$ cat src/rtl/io_cfg_arbiter_if.sv
// Config write request channel from one requester (Wishbone or LA side) to the arbiter.
// The requester holds valid/addr/wdata stable until ready is seen high.
interface io_cfg_arbiter_if #(
   parameter int unsigned IO_PINS = 16
);
   logic               valid;
   logic               addr;
   logic [IO_PINS-1:0] wdata;
   logic               ready;

   modport master (output valid, output addr, output wdata, input ready);
   modport slave  (input valid, input addr, input wdata, output ready);
endinterface

$ cat src/rtl/io_cfg_arbiter.sv
// Arbitrates config writes from two requesters onto the io_pads write port, replays the
// default pad configuration after reset and spaces writes with a settling guard interval.
module io_cfg_arbiter #(
   parameter int unsigned        IO_PINS      = 16,
   parameter int unsigned        GUARD_CYCLES = 2,
   parameter logic [IO_PINS-1:0] DEFAULT_MUX  = '0,
   parameter logic [IO_PINS-1:0] DEFAULT_DIR  = '0
) (
   input  logic               wb_clk_i,
   input  logic               wb_rst_i,
   io_cfg_arbiter_if.slave    req_a,
   io_cfg_arbiter_if.slave    req_b,
   input  logic               cfg_lock,
   output logic               cfg_we,
   output logic               cfg_addr,
   output logic [IO_PINS-1:0] cfg_wdata,
   output logic [IO_PINS-1:0] shadow_mux,
   output logic [IO_PINS-1:0] shadow_dir,
   output logic               busy,
   output logic               init_done
);

   localparam int unsigned  GW         = 4;
   localparam logic [GW-1:0] GUARD_LOAD = (GUARD_CYCLES == 0) ? '0 : GW'(GUARD_CYCLES - 1);

   typedef enum logic [2:0] {
      ST_INIT0,
      ST_INIT1,
      ST_IDLE,
      ST_WRITE,
      ST_GUARD
   } state_e;

   state_e             state_q,      state_d;
   logic               cfg_we_q,     cfg_we_d;
   logic               cfg_addr_q,   cfg_addr_d;
   logic [IO_PINS-1:0] cfg_wdata_q,  cfg_wdata_d;
   logic [IO_PINS-1:0] shadow_mux_q, shadow_mux_d;
   logic [IO_PINS-1:0] shadow_dir_q, shadow_dir_d;
   logic               init_done_q,  init_done_d;
   logic               busy_q,       busy_d;
   logic [GW-1:0]      guard_cnt_q,  guard_cnt_d;
   logic               last_b_q,     last_b_d;

   logic               grant_a_c;
   logic               grant_b_c;
   logic               sel_addr;
   logic [IO_PINS-1:0] sel_wdata;

   // Round-robin grant; a tie goes to whichever requester was not served last.
   always_comb begin
      grant_a_c = 1'b0;
      grant_b_c = 1'b0;
      if (!wb_rst_i && (state_q == ST_IDLE) && !cfg_lock) begin
         if (req_a.valid && (!req_b.valid || last_b_q)) begin
            grant_a_c = 1'b1;
         end else if (req_b.valid) begin
            grant_b_c = 1'b1;
         end
      end
   end

   assign req_a.ready = grant_a_c;
   assign req_b.ready = grant_b_c;
   assign sel_addr    = grant_a_c ? req_a.addr  : req_b.addr;
   assign sel_wdata   = grant_a_c ? req_a.wdata : req_b.wdata;

   // Next-state and registered-output computation.
   always_comb begin
      state_d      = state_q;
      cfg_we_d     = 1'b0;
      cfg_addr_d   = cfg_addr_q;
      cfg_wdata_d  = cfg_wdata_q;
      shadow_mux_d = shadow_mux_q;
      shadow_dir_d = shadow_dir_q;
      init_done_d  = init_done_q;
      guard_cnt_d  = guard_cnt_q;
      last_b_d     = last_b_q;

      case (state_q)
         ST_INIT0: begin
            cfg_we_d     = 1'b1;
            cfg_addr_d   = 1'b0;
            cfg_wdata_d  = DEFAULT_MUX;
            shadow_mux_d = DEFAULT_MUX;
            state_d      = ST_INIT1;
         end
         ST_INIT1: begin
            cfg_we_d     = 1'b1;
            cfg_addr_d   = 1'b1;
            cfg_wdata_d  = DEFAULT_DIR;
            shadow_dir_d = DEFAULT_DIR;
            init_done_d  = 1'b1;
            state_d      = ST_IDLE;
         end
         ST_IDLE: begin
            if (grant_a_c || grant_b_c) begin
               cfg_we_d    = 1'b1;
               cfg_addr_d  = sel_addr;
               cfg_wdata_d = sel_wdata;
               if (sel_addr) begin
                  shadow_dir_d = sel_wdata;
               end else begin
                  shadow_mux_d = sel_wdata;
               end
               last_b_d = grant_b_c;
               state_d  = ST_WRITE;
            end
         end
         ST_WRITE: begin
            if (GUARD_CYCLES == 0) begin
               state_d = ST_IDLE;
            end else begin
               guard_cnt_d = GUARD_LOAD;
               state_d     = ST_GUARD;
            end
         end
         ST_GUARD: begin
            if (guard_cnt_q == '0) begin
               state_d = ST_IDLE;
            end else begin
               guard_cnt_d = guard_cnt_q - GW'(1);
            end
         end
         default: begin
            state_d = ST_INIT0;
         end
      endcase

      busy_d = (state_d != ST_IDLE);
   end

   always_ff @(posedge wb_clk_i) begin
      if (wb_rst_i) begin
         state_q      <= ST_INIT0;
         cfg_we_q     <= 1'b0;
         cfg_addr_q   <= 1'b0;
         cfg_wdata_q  <= '0;
         shadow_mux_q <= '0;
         shadow_dir_q <= '0;
         init_done_q  <= 1'b0;
         busy_q       <= 1'b1;
         guard_cnt_q  <= '0;
         last_b_q     <= 1'b1;
      end else begin
         state_q      <= state_d;
         cfg_we_q     <= cfg_we_d;
         cfg_addr_q   <= cfg_addr_d;
         cfg_wdata_q  <= cfg_wdata_d;
         shadow_mux_q <= shadow_mux_d;
         shadow_dir_q <= shadow_dir_d;
         init_done_q  <= init_done_d;
         busy_q       <= busy_d;
         guard_cnt_q  <= guard_cnt_d;
         last_b_q     <= last_b_d;
      end
   end

   assign cfg_we     = cfg_we_q;
   assign cfg_addr   = cfg_addr_q;
   assign cfg_wdata  = cfg_wdata_q;
   assign shadow_mux = shadow_mux_q;
   assign shadow_dir = shadow_dir_q;
   assign busy       = busy_q;
   assign init_done  = init_done_q;

endmodule

$ cat src/flat_wrapper.sv
// flat-port wrapper written by rule: the top's interface ports become plain ports
module io_cfg_arbiter_flat 
#(
   parameter int unsigned        IO_PINS      = 16,
   parameter int unsigned        GUARD_CYCLES = 2,
   parameter logic [IO_PINS-1:0] DEFAULT_MUX  = '0,
   parameter logic [IO_PINS-1:0] DEFAULT_DIR  = '0
)
  (wb_clk_i, wb_rst_i, cfg_lock, cfg_we, cfg_addr, cfg_wdata, shadow_mux, shadow_dir, busy, init_done, req_a_valid, req_a_addr, req_a_wdata, req_a_ready, req_b_valid, req_b_addr, req_b_wdata, req_b_ready);
  io_cfg_arbiter_if #(.IO_PINS(IO_PINS)) req_a_i ();
  io_cfg_arbiter_if #(.IO_PINS(IO_PINS)) req_b_i ();
  input  logic wb_clk_i;
  input  logic wb_rst_i;
  input  logic cfg_lock;
  output logic cfg_we;
  output logic cfg_addr;
  output logic [IO_PINS-1:0] cfg_wdata;
  output logic [IO_PINS-1:0] shadow_mux;
  output logic [IO_PINS-1:0] shadow_dir;
  output logic busy;
  output logic init_done;
  input wire logic [$bits(req_a_i.valid)-1:0] req_a_valid;
  input wire logic [$bits(req_a_i.addr)-1:0] req_a_addr;
  input wire logic [$bits(req_a_i.wdata)-1:0] req_a_wdata;
  output wire logic [$bits(req_a_i.ready)-1:0] req_a_ready;
  input wire logic [$bits(req_b_i.valid)-1:0] req_b_valid;
  input wire logic [$bits(req_b_i.addr)-1:0] req_b_addr;
  input wire logic [$bits(req_b_i.wdata)-1:0] req_b_wdata;
  output wire logic [$bits(req_b_i.ready)-1:0] req_b_ready;
  assign req_a_i.valid = req_a_valid;
  assign req_a_i.addr = req_a_addr;
  assign req_a_i.wdata = req_a_wdata;
  assign req_a_ready = req_a_i.ready;
  assign req_b_i.valid = req_b_valid;
  assign req_b_i.addr = req_b_addr;
  assign req_b_i.wdata = req_b_wdata;
  assign req_b_ready = req_b_i.ready;
  io_cfg_arbiter #(.IO_PINS(IO_PINS), .GUARD_CYCLES(GUARD_CYCLES), .DEFAULT_MUX(DEFAULT_MUX), .DEFAULT_DIR(DEFAULT_DIR)) u_core (.wb_clk_i(wb_clk_i), .wb_rst_i(wb_rst_i), .req_a(req_a_i), .req_b(req_b_i), .cfg_lock(cfg_lock), .cfg_we(cfg_we), .cfg_addr(cfg_addr), .cfg_wdata(cfg_wdata), .shadow_mux(shadow_mux), .shadow_dir(shadow_dir), .busy(busy), .init_done(init_done));
endmodule
$ cat config.mk
export PLATFORM = sky130hd
export DESIGN_NAME = io_cfg_arbiter_flat
export DESIGN_NICKNAME = d
export VERILOG_FILES = /design/src/rtl/io_cfg_arbiter_if.sv /design/src/rtl/io_cfg_arbiter.sv /design/src/flat_wrapper.sv
export SDC_FILE = /design/constraint.sdc
export NUM_CORES = 1
export LEC_CHECK = 0
export CAP_MARGIN = 20
export CORE_ASPECT_RATIO = 1.4
export CORE_MARGIN = 4
export CORE_UTILIZATION = 53
export CTS_BUF_LIST = sky130_fd_sc_hd__clkbuf_2
export CTS_CLUSTER_DIAMETER = 80
export DETAILED_ROUTE_END_ITERATION = 12
export PLACE_DENSITY = 0.88
export SLEW_MARGIN = 20
export SYNTH_ARGS = -nofsm -noshare
export SYNTH_HDL_FRONTEND = slang
export SYNTH_SLANG_ARGS = --single-unit
export TNS_END_PERCENT = 10
$ cat constraint.sdc
create_clock -name wb_clk_i -period 3.89 [get_ports wb_clk_i]
set_clock_uncertainty 0.2 [all_clocks]
set_input_delay 0.778 -clock wb_clk_i [delete_from_list [all_inputs] [get_ports wb_clk_i]]
set_output_delay 0.778 -clock wb_clk_i [all_outputs]
set_load 0.02 [all_outputs]
* Yosys cells after proc, flatten, opt, wreduce, memory -nomap -nowiden
Cells that the tools add are included. Widths: inputs -> output; s select.
Cells by class: multiplexer cells 24, $add $sub $neg 1, equality and inequality tests 9, reductions and logical operators 22
Operator list (number):
- $mux 16 | 6
- $pmux 16 s2 | 3
- $pmux 3 s5 | 1
- $mux 1 | 8
- $pmux 4 s2 | 1
- $reduce_and 2->1 | 4
- $reduce_bool 2->1 | 4
- $eq 3x2->1 const B | 2
- $mux 3 | 2
- $ne 2x2->1 const B | 3
- $reduce_and 3->1 | 2
- $logic_not 4->1 | 1
- $mux 4 | 1
- $sub 4x1->4 const B | 1
- $eq 3x1->1 const B | 1
- $eq 3x3->1 const B | 1
- $logic_and 1x1->1 | 3
- $logic_not 1->1 | 3
- $logic_not 3->1 | 1
- $ne 3x2->1 const B | 1
- $pmux 1 s3 | 1
- $reduce_bool 3->1 | 1
- $logic_or 1x1->1 | 2
- $ne 2x1->1 const B | 1
- 2 further kinds | 2
Word-level totals: register bits after elaboration 60, output and inout port bits 54, logic and storage cells 66, bits of input ports 39

* Logic depth before layout (Yosys ltp)
Gate-level depths: netlist of run 1.
depth after elaboration 9, gate-level depth with buffers 7, gate-level depth less buffers 6

* Least setup slack after synthesis of run 1
No wires, ideal clock.
path kind in2out, start input port wb_rst_i, end output port req_a_ready, stages on the path 5, arrival 1751 ps, path buffers 2, path slack 1161 ps, required time 2912 ps, path through nor2_1 > nand3_1 > buf_2 > buf_2 > nor2_1
On the way: cells in the longest elaborated chain, start to end 4
RTL lines:
- start, declared | RTL line flat_wrapper.sv:13 | input logic wb_rst_i;
- $logic_not 1->1 | RTL line io_cfg_arbiter.sv:54 | if (!wb_rst_i && (state_q == ST_IDLE) && !cfg_lock) begin
- $logic_and 1x1->1 (2 in a row) | RTL line io_cfg_arbiter.sv:54
- $mux 1 | RTL line io_cfg_arbiter.sv:54
- end, declared | RTL line flat_wrapper.sv:25 | output wire logic [$bits(req_a_i.ready)-1:0] req_a_ready;
Every way passes these cells.

* Final worst setup path of run 1
start input port wb_rst_i, end output port req_b_ready
On the way: cells in the longest elaborated chain, start to end 4
RTL lines:
- $logic_not 1->1 | RTL line io_cfg_arbiter.sv:54
- $logic_and 1x1->1 (2 in a row) | RTL line io_cfg_arbiter.sv:54
- $mux 1 | RTL line io_cfg_arbiter.sv:54
- end, declared | RTL line flat_wrapper.sv:29 | output wire logic [$bits(req_b_i.ready)-1:0] req_b_ready;
Every way passes these cells.

==> results of run 1 <==
placed cells by master, fill, tap and decap left out, types with 2 or more instances in the layout:
| cell | instances |
|---|---|
| clkdlybuf4s50_1 | 92 |
| dfxtp_1 | 60 |
| mux2i_1 | 32 |
| nor2_1 | 28 |
| a21oi_1 | 21 |
| inv_1 | 20 |
| nand2b_1 | 18 |
| o21ai_0 | 18 |
| o211ai_1 | 17 |
| o311a_1 | 16 |
| nor4_1 | 16 |
| o22ai_1 | 16 |
| nand4bb_1 | 10 |
| clkbuf_2 | 9 |
| buf_4 | 9 |
| nand2_1 | 6 |
| or4bb_1 | 6 |
| nor3_1 | 3 |
| or3_1 | 3 |
| nand3_1 | 2 |
| nor3b_2 | 2 |
| o31ai_4 | 2 |
| or2_2 | 2 |
| nor2b_1 | 2 |
| ha_1 | 2 |
| clkinv_4 | 2 |
| bufinv_16 | 2 |
path summary, 6_finish.rpt:
| kind | cells past startpoint | to | from | slack (ns) |
|---|---|---|---|---|
| worst min-delay path | 2 | u_core.shadow_mux[15]$_SDFFE_PP0P_ | u_core.shadow_mux[15]$_SDFFE_PP0P_ | 0.28 |
| worst min register to register | 2 | u_core.shadow_mux[15]$_SDFFE_PP0P_ | u_core.shadow_mux[15]$_SDFFE_PP0P_ | 0.28 |
| worst max-delay path | 5 | req_b_ready | wb_rst_i | 0.44 |
| worst max register to register | 4 | u_core.shadow_dir[8]$_SDFFE_PP0P_ | u_core.state_q[1]$_SDFF_PP0_ | 1.46 |
power breakdown:
| group | switching [W] | total [W] | internal (W) |
|---|---|---|---|
| Sequential | 0.0000393 | 0.000717 | 0.000678 |
| Combinational | 0.000388 | 0.000697 | 0.000310 |
| Clock | 0.000254 | 0.000469 | 0.000216 |
through the flow:
stage | power, W | utilization, % | cell area, um^2 | hold WS (ns) | instances
CTS | 0.00189 | 72.3 | 4240 | 0.290 | 509
finish | 0.00188 | 72.3 | 4240 | 0.284 | 509
floorplan | 0.00120 | - | 3200 | 0.265 | 358
global route | 0.00198 | 72.3 | 4240 | 0.303 | 509
detailed placement | 0.00142 | 69.9 | 4100 | 0.268 | 493
global placement | 0.00140 | 69.9 | 4100 | 0.260 | 493
flip-flops by register name, summed over array words and instances (netlist names):
register,flops
u_core.cfg_we,1
u_core.last_b_q,1
u_core.guard_cnt_q,4
u_core.shadow_dir,16
u_core.init_done,1
u_core.shadow_mux,16
u_core.cfg_addr,1
u_core.busy,1
u_core.cfg_wdata,16
u_core.state_q,3
per-layer routing:
layer / global-route usage (%) / up-vias / wire length, um
met2: 44.8 / 137 / 4960
met3: 4.81 / 42 / 622
li1: - / 1482 / -
met5: 0 / - / 0
met4: 15.9 / 0 / 481
met1: 30.6 / 1468 / 3350
cell type report:
| type | instances | area [um^2] | area share, % |
|---|---|---|---|
| Multi-Input combinational cell | 241 | 1740 | 41.1 |
| Sequential cell | 60 | 1200 | 28.3 |
| Timing Repair Buffer | 101 | 988 | 23.3 |
| Clock inverter | 7 | 98.8 | 2.33 |
| Tap cell | 70 | 87.6 | 2.06 |
| Inverter | 21 | 78.8 | 1.86 |
| Clock buffer | 9 | 45.0 | 1.06 |
cells by family after synthesis:
logic type | count (synthesis) | synth area share, %
flip-flops | 60 | 37.5
adder cells (fa/ha/maj) | 2 | 0.781
multiplexers | 32 | 10.0
XOR/XNOR | 1 | 0.273
buffers and inverters | 57 | 8.20
AO/OA/AOI/OAI | 101 | 22.3
AND/OR/NAND/NOR | 105 | 20.9
critical path: stages:
cell             delay, ns
clkdlybuf4s50_1       0.45
nor2_1                0.25
nand2_1               0.09
a211oi_1              0.24
clkdlybuf4s50_1       0.66
==> flow_summary_export.csv, run 1 <==
group,metric,value,unit
die,start_util,54.6,%
logic_synthesis,yosysMostFrequentCell,"dfxtp_1",
logic_synthesis,synth_edf_count,0,
global_routing,grt_pass1_vias,3068,
logic_synthesis,async_flop_share,0,%
die,dieArea,0.00737,mm^2
sta,fmax,290,MHz
routing,viasPerCell,6.15,
logic_synthesis,syn_avg_cell_area,8.95,um^2
cells_and_area,antenna_cells,0,
sta,finalHoldViolCount,0,
routing,detail-route-antenna-nets,0,
cts,clkSinkCount,60,
sta,worst_slack,0.444,ns
cells_and_area,fin_nets,475,
die,die_w,73.7,um
flow_run,drv_cap,0,
sta,tightest_slew,1.14,ns
cts,clk_pin_slew_worst_paths,0.16,ns
power_and_ir_drop,ir_drop,366,uV
cts,cts_tree,"built",
worst_setup_path,endpoint_kind,"output pin",
logic_synthesis,ys_types,47,
die,fp-row-count,33,
global_routing,gr-total-overflow,0,
worst_setup_path,worstPathArrival,2.47,ns
logic_synthesis,synth.area.top_cells,"dfxtp_1, mux2i_1, o311a_1",
cts,numCtsBuffers,9,
die,core,0.00586,mm^2
cts,cts_buffer_depth,2,
logic_synthesis,synth_top_area_cell,"dfxtp_1",
worst_setup_path,setup.worst_path.start_class,"input pin",
place,port_buffers,92,
run_status,status,"complete, no violations",
sta,fin_crit_sh,88.6,%
logic_synthesis,synth_flop_cell,"dfxtp_1",
power_and_ir_drop,p_leak,1.58,nW
worst_setup_path,crit_required,2.91,ns
die,ios,93,
sta,final-max-slew-violation-count,0,
logic_synthesis,syn-cell-area,0.00320,mm^2
hold_path,hold_path.class,"reg -> reg",
cts,post-cts-setup-buffer-count,0,
routing,drc,0,
routing,wl_per_cell,18.5,um
sta,slew_headroom,23.9,%
power_and_ir_drop,power_per_cell_area,444,mW/mm^2
global_routing,grt_util_all_layers,26.6,%
sta,rsz0062_at_grt,"false",
place,place_ws,0.445,ns
global_routing,grt_max_degree,43,
routing,first_pass_iters,4,
cts,cts_resized,0,
cts,h-tree-depth,3,
sta,period_minus_slack,3.45,ns
cts,cts-root-buf,"clkbuf_2",
routing,vias,3129,
sta,finalSetupViolations,0,
global_routing,antenna_found_initial,0,
cts,clkLatencyLatePin,0.49,ns
logic_synthesis,ys_seq_area_share,37.5,%
place,post-dp-hpwl,6550,um
logic_synthesis,yosys_warnings,0,
cells_and_area,areaGrowthSynthToFinish,32.4,%
cts,postCtsHoldBufs,0,
logic_synthesis,synth_nets,399,
routing,drt-total-wl,9410,um
logic_synthesis,synth_common_cells,"dfxtp_1, mux2i_1, nor2_1, a21oi_1, inv_1",
global_routing,grt_first_pass_wirelength,15100,um
cells_and_area,layout-drive-gt1-share,7.74,%
worst_setup_path,cp_max_fo,4,
worst_setup_path,crit_type,"in -> out",
place,gp_congestion,0.813,
logic_synthesis,synth_top_area_share,37.5,%
routing,drt_iter0_drc,373,
cells_and_area,fill_cells,462,
logic_synthesis,synth-seq-cells,60,
die,die_y,100,um
logic_synthesis,synthCells,358,
sta,timing.setup.tns,0,ns
Power figures use the tool's default switching activity.
==> inputs of run 2 (changes only) <==
Settings changed: CORE_MARGIN 4 to 2, HOLD_SLACK_MARGIN set to 0.1.
==> run 2 against run 1 <==
Effect of this change:
- hold slack lost 0.0012 ns
- clock power grew 28%
- sequential power is essentially flat
- count of clock-buffer cells in the layout is the same
- power grew 7.0%
- non-clock buffer count is the same
- wire length shrank 2.2%
- highest routed layer unchanged
==> flow_summary_export.csv, run 2 (synthesis results as in run 1) <==
group,metric,value,unit
power_and_ir_drop,p_total,0.00202,W
routing,met2_length,4860,um
global_routing,grt_first_pass_wirelength,14600,um
worst_setup_path,cp.buffers_inverters,2,
cts,cts_tree,"built",
worst_setup_path,setup.worst_path.start_class,"input pin",
sta,timing.setup.tns,0,ns
sta,tightest_slew,0.735,ns
sta,final-max-slew-violation-count,0,
cells_and_area,multi_input_area,0.00174,mm^2
worst_setup_path,cp_max_fo,7,
sta,period_minus_slack,3.50,ns
cts,clkSinkCount,60,
worst_setup_path,critPathTopFamily,"buffers and inverters",
routing,wl_per_cell,18.1,um
place,post-dp-hpwl,6460,um
worst_setup_path,max_stage_delay,0.65,ns
worst_setup_path,crit_required,2.91,ns
routing,met3_length,523,um
worst_setup_path,crit_chain,"clkdlybuf4s50_1, nor2_1, nand2_1, a211oi_1, clkdlybuf4s50_1",
cts,cts-root-buf,"clkbuf_2",
cts,postCtsHoldBufs,0,
power_and_ir_drop,ir_drop,365,uV
run_status,status,"complete, no violations",
sta,finalHoldViolCount,0,
worst_setup_path,crit_type,"in -> out",
die,start_util,54.6,%
place,port_buffers,92,
cells_and_area,utilization,73.2,%
cts,post-cts-setup-buffer-count,0,
routing,drt-met1-wl,3370,um
power_and_ir_drop,p_leak,1.61,nW
routing,viasPerCell,6.17,
worst_setup_path,worstPathArrival,2.52,ns
sta,fin_crit_sh,90.0,%
power_and_ir_drop,power_per_cell_area,470,mW/mm^2
cts,numCtsBuffers,9,
sta,slew_headroom,51.0,%
cells_and_area,fin_nets,475,
cts,cts_buffer_depth,2,
routing,vias,3138,
die,dieArea,0.00669,mm^2
cells_and_area,layout-drive-gt1-share,7.97,%
cts,clkLatencyLatePin,0.51,ns
routing,drc,0,
routing,first_pass_iters,5,
sta,rsz0062_at_grt,"false",
routing,drt-total-wl,9200,um
cells_and_area,layout_commonest_cell,"clkdlybuf4s50_1",
global_routing,grt_pass1_vias,3039,
die,die_y,96.0,um
global_routing,gr-total-overflow,0,
global_routing,antenna_found_initial,0,
global_routing,grt_util_all_layers,28.3,%
hold_path,hold_path.class,"reg -> reg",
die,die_w,69.7,um
cells_and_area,areaGrowthSynthToFinish,33.9,%
cells_and_area,final_cell_mix,"clkdlybuf4s50_1, dfxtp_1, mux2i_1, nor2_1, a21oi_1",
worst_setup_path,crit_path_frequent_cell,"clkdlybuf4s50_1",
cells_and_area,fill_cells,450,
die,core,0.00586,mm^2
sta,finalSetupViolations,0,
sta,fmax,286,MHz
cts,h-tree-depth,3,
cts,clk_pin_slew_worst_paths,0.17,ns
routing,detail-route-antenna-nets,0,
cells_and_area,antenna_cells,0,
die,fp-row-count,33,
worst_setup_path,crit_slowest_cell,"clkdlybuf4s50_1",
die,ios,93,
routing,top_layer_used,"met4",
place,gp_congestion,0.853,
flow_run,drv_cap,0,
routing,drt_iter0_drc,325,
worst_setup_path,endpoint_kind,"output pin",
cells_and_area,regArea,0.00120,mm^2
global_routing,grt_max_degree,41,
cts,cts_resized,0,
[run 2: cell types whose count changed in the layout (fill, tap and decap cells not counted)]
cell        change
a311o_1         -1
clkinvlp_4      -1
bufinv_16       +2
clkinv_2        -1
a311o_2         +1
[run 2: area by class of cell]
cell class	count	area share [%]
inverter	21	1.84
multi-input combinational	241	40.6
sequential	60	28.0
clock buffer	9	1.05
tap	70	2.04
clock inverter	7	3.41
timing repair buffer	101	23.0
[run 2: worst paths after layout]
kind / startpoint / to / slack, ns / cells after the start
hold / removal: u_core.shadow_mux[10]$_SDFFE_PP0P_ / u_core.shadow_mux[10]$_SDFFE_PP0P_ / 0.28 / 2
setup / recovery: wb_rst_i / req_b_ready / 0.39 / 5
hold reg to reg: u_core.shadow_mux[10]$_SDFFE_PP0P_ / u_core.shadow_mux[10]$_SDFFE_PP0P_ / 0.28 / 2
setup reg to reg: u_core.state_q[2]$_SDFF_PP0_ / u_core.busy$_SDFF_PP1_ / 1.77 / 5
[run 2: tightest hold or removal path, stage by stage (launching register included)]
cell and delay [ns]:
dfxtp_1 0.34, inv_1 0.04, o22ai_1 0.07
[run 2: metal layers]
metal | vias to the layer above | global-route usage [%]
met5 | - | 0
met4 | 0 | 16.2
met3 | 47 | 6.39
met2 | 136 | 52.0
met1 | 1467 | 29.9
li1 | 1488 | -
[run 2: stage by stage]
| step | area, um^2 | setup slack [ns] | cells | hold WS, ns |
|---|---|---|---|---|
| 3_5_place_dp | 4100 | 0.386 | 493 | 0.262 |
| 3_3_place_gp | 4100 | 0.416 | 493 | 0.260 |
| 5_1_grt | 4290 | 0.245 | 509 | 0.308 |
| 4_1_cts | 4290 | 0.360 | 509 | 0.284 |
| 6_report | 4290 | 0.388 | 509 | 0.282 |
| 2_1_floorplan | 3200 | 1.16 | 358 | 0.265 |
[run 2: power by group]
group	total (W)	internal [W]	leakage, nW	switching, W
registers	0.000716	0.000678	0.486	0.0000384
clock network	0.000602	0.000346	0.107	0.000256
logic	0.000698	0.000308	1.01	0.000389
total	0.00202	0.00133	1.61	0.000684
